--- src/rtl/elastic_pipe_reg_pkg.sv ---
// elastic_pipe_reg_pkg: shared types and helpers for the elastic pipeline stage register
package elastic_pipe_reg_pkg;

  typedef enum logic [1:0] {
    OP_IDLE = 2'b00,
    OP_POP  = 2'b01,
    OP_PUSH = 2'b10,
    OP_BOTH = 2'b11
  } op_e;

  function automatic int ptr_bits(input int depth);
    return depth > 1 ? $clog2(depth) : 1;
  endfunction

endpackage

--- src/rtl/pipe_ptr_ctr.sv ---
// pipe_ptr_ctr: wrap-around buffer pointer with increment and synchronous clear
module pipe_ptr_ctr #(
  parameter int DEPTH = 2,
  parameter int W     = 1
) (
  input  logic         CLK,
  input  logic         nRST,
  input  logic         clr,
  input  logic         inc,
  output logic [W-1:0] ptr
);
  localparam logic [W-1:0] LAST = W'(DEPTH - 1);

  always_ff @(posedge CLK or negedge nRST)
    if (!nRST) ptr <= '0;
    else if (clr) ptr <= '0;
    else if (inc) ptr <= ptr == LAST ? '0 : ptr + W'(1);
endmodule

--- src/rtl/elastic_pipe_reg.sv ---
// elastic_pipe_reg: valid/ready stage register over a DEPTH-entry circular buffer
// with synchronous flush and a sticky halt that freezes the stage once a halt entry leaves.
module elastic_pipe_reg
  import elastic_pipe_reg_pkg::*;
#(
  parameter int WIDTH = 32,
  parameter int DEPTH = 2,
  parameter int CNT_W = $clog2(DEPTH + 1)
) (
  input  logic             CLK,
  input  logic             nRST,
  input  logic             in_valid,
  output logic             in_ready,
  input  logic [WIDTH-1:0] in_data,
  input  logic             in_halt,
  input  logic             flush,
  output logic             out_valid,
  input  logic             out_ready,
  output logic [WIDTH-1:0] out_data,
  output logic             out_halt,
  output logic             halt,
  output logic [CNT_W-1:0] count
);
  localparam int PTR_W = ptr_bits(DEPTH);
  localparam logic [CNT_W-1:0] FULL = CNT_W'(DEPTH);

  typedef struct packed {
    logic             halt;
    logic [WIDTH-1:0] data;
  } entry_t;

  entry_t           mem [DEPTH];
  entry_t           head;
  logic [PTR_W-1:0] wr_ptr, rd_ptr;
  logic             full, push, pop;
  op_e              op;

  // Only a single-entry stage may look at out_ready; deeper stages keep in_ready registered-path.
  assign full      = count == FULL;
  assign in_ready  = !halt && (!full || (DEPTH == 1 && out_ready));
  assign out_valid = count != '0 && !halt;
  assign push      = in_valid && in_ready && !flush;
  assign pop       = out_valid && out_ready && !flush;
  assign op        = op_e'({push, pop});
  assign out_data  = head.data;
  assign out_halt  = head.halt;

  always_comb begin
    head = mem[0];
    for (int i = 1; i < DEPTH; i++)
      if (rd_ptr == PTR_W'(i)) head = mem[i];
  end

  always_ff @(posedge CLK or negedge nRST)
    if (!nRST) begin
      for (int i = 0; i < DEPTH; i++) mem[i] <= '0;
    end else begin
      for (int i = 0; i < DEPTH; i++)
        if (push && wr_ptr == PTR_W'(i)) mem[i] <= '{halt: in_halt, data: in_data};
    end

  always_ff @(posedge CLK or negedge nRST)
    if (!nRST) begin
      count <= '0;
      halt  <= 1'b0;
    end else begin
      count <= flush ? '0 :
               op == OP_PUSH ? count + CNT_W'(1) :
               op == OP_POP  ? count - CNT_W'(1) : count;
      if (pop && head.halt) halt <= 1'b1;
    end

  pipe_ptr_ctr #(.DEPTH(DEPTH), .W(PTR_W)) u_wr_ptr (
    .CLK(CLK), .nRST(nRST), .clr(flush), .inc(push), .ptr(wr_ptr)
  );

  pipe_ptr_ctr #(.DEPTH(DEPTH), .W(PTR_W)) u_rd_ptr (
    .CLK(CLK), .nRST(nRST), .clr(flush), .inc(pop), .ptr(rd_ptr)
  );
endmodule

--- config.mk ---
export PLATFORM = sky130hd
export DESIGN_NAME = elastic_pipe_reg
export DESIGN_NICKNAME = d
export VERILOG_FILES = /design/src/rtl/elastic_pipe_reg_pkg.sv /design/src/rtl/pipe_ptr_ctr.sv /design/src/rtl/elastic_pipe_reg.sv
export SDC_FILE = /design/constraint.sdc
export NUM_CORES = 1
export LEC_CHECK = 0
export ABC_CLOCK_PERIOD_IN_PS = 2100
export CELL_PAD_IN_SITES_DETAIL_PLACEMENT = 1
export CELL_PAD_IN_SITES_GLOBAL_PLACEMENT = 1
export CORE_UTILIZATION = 40
export CTS_CLUSTER_DIAMETER = 50
export CTS_CLUSTER_SIZE = 40
export DETAILED_ROUTE_END_ITERATION = 16
export PLACE_DENSITY_LB_ADDON = 0.1
export RECOVER_POWER = 50
export SYNTH_ARGS = -nofsm -noshare
export SYNTH_HDL_FRONTEND = slang
export SYNTH_SLANG_ARGS = --single-unit
--- constraint.sdc ---
create_clock -name CLK -period 2.1 [get_ports CLK]
set_input_delay 0.21 -clock CLK [delete_from_list [all_inputs] [get_ports CLK]]
set_output_delay 0.21 -clock CLK [all_outputs]
set_load 0.05 [all_outputs]
==> Word-level counts from Yosys, hierarchy flattened <==
Cells that the tools add are included.
{ "totals": {"regBits": 71, "in_bits": 38, "output_inout_bits": 38, "elab_cells": 42} }
{ "classes": {"addsub": 4, "eq_ne": 3, "mux": 10, "bitwise_logic": 1, "reduce_logical": 16} }
{ "ops": {"columns": ["cell", "n"], "rows": [
  ["two-way mux 33 bit", 1],
  ["logical AND 1 bit", 9],
  ["two-way mux 1 bit", 6],
  ["two-way mux 2 bit", 3],
  ["nonzero test 2 bit", 3],
  ["== test 2 bit, second input constant", 2],
  ["zero test 1 bit", 3],
  ["nonzero test 3 bit", 1],
  ["adder 1 bit, second input constant", 2],
  ["adder 2 x 1 -> 2 bit, second input constant", 1],
  ["== test 2 x 1 -> 1 bit, second input constant", 1],
  ["subtractor 2 x 1 -> 2 bit, second input constant", 1],
  ["inverter 1 bit", 1]
]} }

==> Longest topological paths before layout <==
{ "logic_depth": {"word_depth": 9, "depth_mapped": 4, "ltp_nobuf": 3} }

==> Hierarchy <==
A second synthesis with hierarchy kept.
{ "unflattened": {"hier_cells": 208, "area_unflattened_um2": 3464.6} }
{ "by_module_without_submodules": {"columns": ["module", "n_inst", "cells_per_inst", "area_per_inst_um2", "seq_area_each_um2"], "rows": [
  ["elastic_pipe_reg", 1, 202, 3389.5, 1726.7],
  ["pipe_ptr_ctr", 2, 3, 37.5, 25.0]
]} }

==> Worst setup path before layout <==
No wires, ideal clock.
{ "synth_path": {"kind": "register -> register", "from": "register count[0]", "to": "register mem[16] in the netlist's numbering", "setup_time_ns": 0.125, "arrival_time_ns": 1.858, "slack_ns": 0.117, "path_stages_with_launch": 5, "n_path_buf": 1, "synth_period_minus_slack_ns": 1.983, "cell_sequence": "dfrtp_1 nor2b_2 nor4b_4 buf_6 mux2_2"} }
{ "synth_via": {"elab_chain_len": 6} }
{ "synth_lines": {"columns": ["item", "line_no", "text"], "rows": [
  ["start, declared", "elastic_pipe_reg.sv:22", "output logic [CNT_W-1:0] count"],
  ["start signal, assigned", "elastic_pipe_reg.sv:67", "count <= flush ? '0 :"],
  ["== test 2 bit", "elastic_pipe_reg.sv:39", "assign full = count == FULL;"],
  ["zero test 1 bit", "elastic_pipe_reg.sv:40", "assign in_ready = !halt && (!full || (DEPTH == 1 && out_ready));"],
  ["logical AND 1 bit", "elastic_pipe_reg.sv:40", null],
  ["logical AND 1 bit (2 in series)", "elastic_pipe_reg.sv:42", "assign push = in_valid && in_ready && !flush;"],
  ["logical AND 1 bit", "elastic_pipe_reg.sv:59", "if (push && wr_ptr == PTR_W'(i)) mem[i] <= '{halt: in_halt, data: in_data};"],
  ["end signal, assigned by index", "elastic_pipe_reg.sv:59", null],
  ["end, declared", "elastic_pipe_reg.sv:32", "entry_t mem [DEPTH];"]
]} }
No other way between the ends.
A chain may end at the register's enable or synchronous reset.

==> Final worst setup path <==
{ "layout_path": {"from": "register u_rd_ptr.ptr", "to": "output out_halt"} }
{ "layout_via": {"elab_chain_len": 1} }
{ "layout_lines": {"columns": ["item", "line_no", "text"], "rows": [
  ["start, declared", "pipe_ptr_ctr.sv:10", "output logic [W-1:0] ptr"],
  ["start signal, assigned", "pipe_ptr_ctr.sv:17", "else if (inc) ptr <= ptr == LAST ? '0 : ptr + W'(1);"],
  ["two-way mux 33 bit", "elastic_pipe_reg.sv:51", "if (rd_ptr == PTR_W'(i)) head = mem[i];"],
  ["end, declared", "elastic_pipe_reg.sv:20", "output logic out_halt,"]
]} }
No other way between the ends.

==> summary.md <==
| Metric | Value |
|---|---|
| Filler cells | between 700 and 800 |
| Reg2Reg Launch Point | count[1] |
| Setup TNS | 0 ns |
| Vias in the first global route | approximately 2300 |
| Die Span X | 91.1 um |
| H-tree depth | 3 |
| CTS tree | yes |
| Period utilisation layout | 0.913 |
| WL met3 | around 290 um |
| Peak supply drop | approximately 0.00091 V |
| Initial DRC count | 54 |
| Flip-flop and latch area | 0.00178 sq mm |
| Largest cells by area after synthesis | dfrtp_1 56%, mux2_2 34%, mux2_1 1.4%, buf_6 1.1%, o21ai_0 0.79% |
| Multi-input gate area | ~0.0013 sq mm |
| Hpwl dp | approximately 4700 um |
| Syn_nets | between 200 and 250 |
| WL per Instance | approximately 16 um |
| GRT overflow | 0 |
| Core Region | ~0.0077 sq mm |
| Reg2reg setup slack | 0.24 ns |
| Clock Skews | just under 0.01 ns |
| Max_cap viols | 0 |
| Layout cell share with drive strength beyond 1 | 0.492 |
| Slew Viols, Final | 0 |
| Ys Warns | 0 |
| Final worst setup slack | between 0.15 and 0.2 ns |
| Drt pass-1 iters | 4 |
| Area delta synth->final | 43.5% |
| HP Class | reg2reg |
| Final setup viols | 0 |
| Cts bufs inserted | 9 |
| ANT cells | 0 |
| Met2 routed WL | 3490 um |
| Port bufs | 75 |
| Post-Synthesis Cell Area | around 0.0032 sq mm |
| Post-route ant nets | 0 |
| CP Data Required Time | 1.89 ns |
| Hold Vio Cnt, Final | 0 |
| Die H | 91.1 um |
| Clock latency on the worst-skew pair | ~0.35 ns |
| Post-CTS Setup Bufs | 0 |
| Via density | about 5.0 |
| Mapped Cells | about 210 |
| Clk sinks | 71 |
| Vias | 2016 |
| Post-synth top area share | 0.559 |
| Initial Util | 0.413 |
| Pwr Density | between 1500 and 2000 mW/mm^2 |
| Top sig layer | met4 |
| CP endpoint | out_halt |
| Initial antenna violation count | 0 |
| Dominant cell type by area after synthesis | dfrtp_1 |
| Worst setup EP type | primary output |
| # IOs | 76 |
| Post-DP Area | around 0.0044 sq mm |
| Fmax | 522 MHz |
| Core Rows | 32 |
| Root Buffer | clkbuf_8 |
| Final min period | 1.92 ns |
| Setup slack after placement | ~0.15 ns |
| Final design area excluding fillers | 0.00456 sq mm |
| Status | complete, no violations |
| Drt drc | 0 |
| Final GP Congestion | about 0.65 |
| Worst Tran Pin Value | 0.957 ns |
| Die area | about 0.0083 sq mm |
| Largest net degree at the start of global routing | 72 |
| Total track usage | 0.179 |
| Syn avg cell area | 15.1 sq um |
| Worst-path clk slew | roughly 0.080 ns |
| Most frequent cells in the layout | 85 x mux2_2, 71 x dfrtp_1, 38 x clkdlybuf4s50_1 |
| Nets | 334 |
| Global-route wire length before repair | 11200 um |
| Total Wirelength | 6640 um |
| Register area share after synthesis | 0.559 |
| Most common cell after layout, fill and taps aside | mux2_2 |
| Critical path startpoint category | flip-flop |
| Data arrival, critical path | between 1.5 and 2 ns |
| Setup CP Type | reg2out |
| Unrepaired setup endpoints after global routing | no |
| M1 WL | ~2800 um |
| Crit path launch | u_rd_ptr.ptr |
| Critical-path maximum fanout | 18 |
| Clock buffer depth | 2 |
| Worst-case reg-to-reg path depth | 4 |
| Relative slew slack | 0.362 |
| Yosys cell types | 22 |
| #FFs+latches synth | 71 |
| Reg-to-Reg End | mem[44] |
| Leak Pwr | roughly 1.9 nW |
through the flow:
stage	power, mW	instances	hold WS, ns	util
6_report	8.08	403	0.490	0.593
5_1_grt	8.46	403	0.489	0.593
4_1_cts	8.23	403	0.421	0.596
3_5_place_dp	7.16	386	0.265	0.570
3_3_place_gp	7.04	386	0.270	0.570
2_1_floorplan	4.95	211	-0.0856	-
where the power goes:
part | internal [mW] | switching [mW]
combinational | 2.34 | 2.28
clock | 0.544 | 0.506
sequential | 2.04 | 0.369
state kept, by name (all words and copies together) (netlist names):
| name | cells |
|---|---|
| mem | 66 |
| halt | 1 |
| u_rd_ptr.ptr | 1 |
| u_wr_ptr.ptr | 1 |
| count | 2 |
cells in the mapped netlist:
cell type	number
mux2_2	96
dfrtp_1	71
nor2_1	5
o21ai_0	5
clkbuf_1	4
mux2_1	4
a21oi_1	3
buf_4	3
buf_6	3
and2_1	2
nand2b_1	2
nor3b_1	2
or3_1	2
a31o_2	1
a31oi_1	1
buf_2	1
inv_1	1
nor2b_1	1
nor2b_2	1
nor4_4	1
nor4b_1	1
nor4b_4	1
logic make-up after synthesis:
family / synth area share
compound gates: 0.0173
buf+inv: 0.0252
flops: 0.559
mux: 0.354
simple gates: 0.0441
worst min-delay path by stage:
stage / start / to / slack [ns] / cells after the start
after CTS: nRST / u_wr_ptr.ptr / 0.42 / 3
after detailed placement: nRST / u_wr_ptr.ptr / 0.27 / 2
after floorplan: nRST / count[0] / -0.09 / 0
after global routing: in_data[5] / mem[38] / 0.49 / 2
final: mem[39] / mem[39] / 0.49 / 1
after global placement: nRST / count[0] / 0.27 / 2
worst max-delay path: stages, from the launching register on:
cell      delay (ns)
dfrtp_1         0.34
clkbuf_2        0.41
mux2_2          0.44
buf_12          0.16
what timing repair did:
action / in CTS / in global routing
resized for setup: 2 / 0
setup endpoints to repair: 2 / 0
hold buffers: 1 / 0
endpoints found under the hold margin: 71 / 0
cell type report:
type | instances | share of cell area
clock inverters | 6 | 0.0134
well taps | 102 | 0.0280
flip-flops and latches | 71 | 0.390
inverters | 1 | 0.000823
clock buffers | 10 | 0.0280
repair buffers | 85 | 0.250
multi-input cells | 128 | 0.290
routing by layer:
layer | GRT usage | vias up
met4 | 0.0754 | 0
li1 | - | 927
met5 | 0 | -
met3 | 0.0519 | 7
met2 | 0.302 | 41
met1 | 0.214 | 1041
No activity file was read; power rests on OpenSTA's default activity.
